<file path="src/rtl/lfsr_rng.sv">
// Galois LFSR random source with a free-running tick divider, seed loading,
// a zero-lock guard and a req/rnd_valid handshake returning OUT_W-bit words.
module lfsr_rng #(
   parameter int unsigned           WIDTH  = 16,
   parameter logic [WIDTH-1:0]      TAPS   = 16'hB400,
   parameter int unsigned           OUT_W  = 2,
   parameter int unsigned           DIV    = 500,
   parameter logic [WIDTH-1:0]      SEED   = 16'h0001,
   parameter bit                    MIX_EN = 1'b1
) (
   input  logic             clk,
   input  logic             rst,
   input  logic             en,
   input  logic             seed_load,
   input  logic [WIDTH-1:0] seed_in,
   input  logic             req,
   output logic             busy,
   output logic             rnd_valid,
   output logic [OUT_W-1:0] rnd,
   output logic [WIDTH-1:0] state_out
);

   localparam int unsigned CW  = (DIV > 1) ? $clog2(DIV) : 1;
   localparam int unsigned BCW = (OUT_W > 1) ? $clog2(OUT_W) : 1;

   typedef enum logic [1:0] {IDLE, GEN, OUT} fsm_t;

   fsm_t             fsm;
   logic [WIDTH-1:0] lfsr;
   logic [CW-1:0]    cnt;
   logic             phase;
   logic [BCW-1:0]   bcnt;
   logic [OUT_W-1:0] sr;
   logic [OUT_W-1:0] sr_shift;
   logic             tick;
   logic             fb;
   logic [WIDTH-1:0] raw_next;
   logic [WIDTH-1:0] step_val;

   assign tick      = (cnt == CW'(DIV - 1));
   assign state_out = lfsr;

   // Feedback bit doubles as the output bit shifted into the word during GEN.
   always_comb begin
      fb       = lfsr[0] ^ (MIX_EN & phase);
      raw_next = (lfsr >> 1) ^ (fb ? TAPS : '0);
      step_val = (raw_next == '0) ? SEED : raw_next;
   end

   generate
      if (OUT_W == 1) begin : g_sr1
         assign sr_shift = fb;
      end else begin : g_srn
         assign sr_shift = {sr[OUT_W-2:0], fb};
      end
   endgenerate

   always_ff @(posedge clk or negedge rst) begin
      if (!rst) begin
         fsm       <= IDLE;
         lfsr      <= SEED;
         cnt       <= '0;
         phase     <= 1'b0;
         bcnt      <= '0;
         sr        <= '0;
         rnd       <= '0;
         rnd_valid <= 1'b0;
         busy      <= 1'b0;
      end else begin
         cnt       <= tick ? '0 : cnt + 1'b1;
         if (tick) phase <= ~phase;
         rnd_valid <= 1'b0;

         if (seed_load) begin
            lfsr <= (seed_in == '0) ? SEED : seed_in;
            fsm  <= IDLE;
            busy <= 1'b0;
         end else begin
            case (fsm)
               IDLE: begin
                  if (req) begin
                     fsm  <= GEN;
                     bcnt <= '0;
                     busy <= 1'b1;
                  end else if (en && tick) begin
                     lfsr <= step_val;
                  end
               end
               GEN: begin
                  lfsr <= step_val;
                  sr   <= sr_shift;
                  if (bcnt == BCW'(OUT_W - 1)) fsm <= OUT;
                  else                         bcnt <= bcnt + 1'b1;
               end
               OUT: begin
                  rnd       <= sr;
                  rnd_valid <= 1'b1;
                  fsm       <= IDLE;
                  busy      <= 1'b0;
               end
               default: begin
                  fsm  <= IDLE;
                  busy <= 1'b0;
               end
            endcase
         end
      end
   end

endmodule

</file>
<file path="config.mk">
export PLATFORM = sky130hd
export DESIGN_NAME = lfsr_rng
export DESIGN_NICKNAME = d
export VERILOG_FILES = /design/src/rtl/lfsr_rng.sv
export SDC_FILE = /design/constraint.sdc
export NUM_CORES = 1
export LEC_CHECK = 0
export ABC_AREA = 0
export CORE_MARGIN = 8
export CORE_UTILIZATION = 40
export DETAILED_ROUTE_END_ITERATION = 12
export MAX_ROUTING_LAYER = met4
export PLACE_DENSITY = 0.8
export SLEW_MARGIN = 20
export SYNTH_ARGS = -nofsm -noshare
export SYNTH_HDL_FRONTEND = slang
export SYNTH_SLANG_ARGS = --single-unit
</file>
<file path="constraint.sdc">
create_clock -name clk -period 1.7 [get_ports clk]
set_input_delay 0.17 -clock clk [delete_from_list [all_inputs] [get_ports clk]]
set_output_delay 0.17 -clock clk [all_outputs]
set_load 0.05 [all_outputs]
</file>
==> impl_metrics.tcl <==
set metrics [dict create \
    status "finished, final reports clean" \
    hold-worst-slack_ns 0.243 \
    via_count 1436 \
    dieWidth_um 82.0 \
    maxSlewViolCount 0 \
    cts_tree "done" \
    ant_nets 0 \
    remaining_drc_errors 0 \
    synth_flop_cell "dfrtp_1" \
    cts_made_buffers 5 \
    fin_ws_ns 0.0509 \
    io_pins 41 \
    syn_inst 151 \
    period_share_pct 97.0 \
    grt_first_pass_wirelength_mm 7.40 \
    path_max_fanout 3 \
    internal-power_mw 1.58 \
    multi_input_area_um2 805 \
    syn_avg_cell_area_um2 11.6 \
    synth_area_um2 1740 \
    routed_wl_mm 4.41 \
    drt_iter0_markers 88 \
    start_util_pct 40.9 \
    core_um2 4260 \
    fmax_ghz 0.606 \
    ys_seq_area_share_pct 50.3 \
    postCtsHoldBufs 0 \
    grt_start_max_net_pins 36 \
    gp_congestion 0.795 \
    antenna_cells 0 \
    fin_crit_ns 1.65 \
    die-area_um2 6730 \
    clkTransAtPathRegs_ns 0.07 \
    hpwlAfterDp_mm 3.26 \
    skew_ns 0.00438 \
    wl_per_cell_um 16.0 \
    power_frac_seq_pct 42.4 \
    synth_nets 173 \
    grt_setup_unrepaired "true" \
    track_usage_pct 14.8 \
    tightest_slew_ns 0.507 \
    min_path_type "in -> async" \
    p_comb_share_pct 34.6 \
    finalHoldViolCount 0 \
    ys_warn_count 0 \
    clk_path_buf_depth 2 \
    ys_seq_elements 35 \
    fillers 368 \
    worst_setup_path_start_kind "flip-flop" \
    pre_cts_slack_ns -0.120 \
    slew_headroom_pct 66.1 \
    critPathKind "reg -> reg" \
    worstPathRequired_ns 1.87 \
    numPortBuffers 40 \
    power.share.clock_pct 23.0 \
    yosys.cell_types.count 48 \
    irDropWorstVdd_mv 0.650 \
    setup_viol 0 \
    drive_gt1_share_pct 33.2 \
    cts_sinks 35 \
    power_switching_mw 0.914 \
    grt_pass1_vias 1549 \
    power_leakage_nw 1.14 \
    htree_levels 2 \
    dr.pass1.iters 4 \
    die_y_um 82.0 \
    clock-root-buffer "clkbuf_8" \
    crit_path_end_kind "flip-flop" \
    cellPowerDensity_nw_per_um2 1020 \
    seqCellArea_um2 877 \
    nets 244 \
    layout-area-overhead-vs-synth_pct 40.2 \
    global_route.overflow_total 0 \
    clk_latency_ns 0.29 \
    synthArstFlopShare_pct 100 \
    synth-edff-count 0 \
    rows 24 \
    maxCapViolCount 0 \
    via_per_inst 5.22 \
    cp_data_arrival_time_ns 1.82 \
    swShare_pct 36.6 \
    grt_antenna_before_repair 0 \
]
## path summary, 6_finish.rpt
kind | from | end | slack (ns) | cells after the start
setup / recovery | cnt[1] | state_out[13] | 0.05 | 5
max in group asynchronous | rst | state_out[0] | 1.21 | 2
hold / removal | rst | state_out[7] | 0.24 | 2
setup reg to reg | cnt[1] | state_out[13] | 0.05 | 5
min in group clk | bcnt | bcnt | 0.49 | 2
hold reg to reg | bcnt | bcnt | 0.49 | 2
## power groups by stage
stage / logic, mW / registers (mW) / clock network [mW]
after floorplan: 0.254 / 1.35 / 0
after global placement: 0.857 / 1.07 / 0
after detailed placement: 0.865 / 1.07 / 0
after CTS: 0.871 / 1.06 / 0.594
after global routing: 0.915 / 1.08 / 0.631
final: 0.865 / 1.06 / 0.574
## layout make-up
type,count,share of cell area (%)
Timing Repair Buffer,70,24.5
Sequential cell,35,35.9
Clock inverter,1,0.205
Multi-Input combinational cell,105,32.9
Inverter,5,0.767
Tap cell,52,2.66
Clock buffer,7,3.12
## cell families after synthesis
family / after synthesis / synth area share, %
muxes: 6 / 3.73
adders and majority gates: 1 / 0.717
AOI/OAI and AO/OA: 43 / 20.6
and+or+nand+nor: 46 / 16.1
DFF: 35 / 50.3
xor gates and xnor gates: 9 / 4.52
buffers and inverters: 11 / 4.02
## state kept, by name (all words and copies together) (netlist names)
name and cells:
state_out 16, rnd 2, fsm 2, sr 2, cnt 9, busy 1
bcnt 1, rnd_valid 1, phase 1
## critical path: stages (launching register included)
cell      delay (ns)
dfrtp_1         0.40
ha_2            0.19
and4bb_4        0.21
a311oi_4        0.26
buf_4           0.18
mux2_4          0.28
## metal layers
metal  up-vias  track usage, %  part of all wire, %
li1        699               -                    -
met1       689            17.6                   43
met2        44            23.0                   50
met3         4            4.05                  5.3
met4         0            6.49                  1.5
met5         -               -                    0
## metrics by stage
| step | std cells | total power [mW] | util [%] | cell area, um^2 | setup TNS [ns] |
|---|---|---|---|---|---|
| 5_1_grt | 275 | 2.62 | 57.4 | 2450 | 0 |
| 4_1_cts | 274 | 2.52 | 57.1 | 2430 | 0 |
| 6_report | 275 | 2.50 | 57.4 | 2450 | 0 |
| 3_5_place_dp | 266 | 1.94 | 55.2 | 2350 | -0.519 |
| 2_1_floorplan | 151 | 1.61 | - | 1750 | 0 |
| 3_3_place_gp | 266 | 1.93 | 55.2 | 2350 | -0.811 |
## repair_timing
item | in CTS | in global routing
setup endpoints to repair | 0 | 9
resized for setup | 0 | 2
buffers inserted | 0 | 1
## cell usage after synthesis (2+ instances only)
| cell | number | area (um^2) |
|---|---|---|
| a22o_1 | 8 | 70.1 |
| a21oi_1 | 5 | 25.0 |
| and3_1 | 2 | 12.5 |
| inv_1 | 5 | 18.8 |
| clkbuf_1 | 2 | 7.51 |
| nand2_1 | 11 | 41.3 |
| nand4_1 | 2 | 12.5 |
| xor2_1 | 3 | 26.3 |
| xnor2_1 | 6 | 52.6 |
| o21ai_0 | 6 | 30.0 |
| nor2b_1 | 3 | 18.8 |
| nor4_1 | 5 | 31.3 |
| a221oi_1 | 2 | 17.5 |
| mux2_2 | 3 | 33.8 |
| or4_1 | 2 | 15.0 |
| o21ai_2 | 3 | 26.3 |
| mux2i_1 | 2 | 20.0 |
| nand2_2 | 3 | 18.8 |
| nor2_1 | 6 | 22.5 |
| nor3_1 | 2 | 10.0 |
| nand3_1 | 2 | 10.0 |
| a21o_1 | 9 | 67.6 |
| dfrtp_1 | 34 | 851 |
## layout by cell type (no fill, tap or decap), drive strengths merged, types with 2 or more instances in the layout
master	synthesis	routed
mux2	4	4
or4	2	2
inv	5	5
clkdlybuf4s50	0	23
xor2	3	3
a21oi	5	5
dfrtp	34	34
a22o	8	8
o31ai	2	2
and3	2	2
and4	2	2
nand3	2	2
buf	4	47
nor2	6	6
a41oi	2	2
clkbuf	2	7
nor4	5	5
a21o	9	9
mux2i	2	2
a221oi	2	2
a311oi	2	2
nor3	3	3
nand2	15	15
o21ai	9	9
xnor2	6	6
nor2b	3	3
nand4	2	2
(Power assumes the default switching activity.)
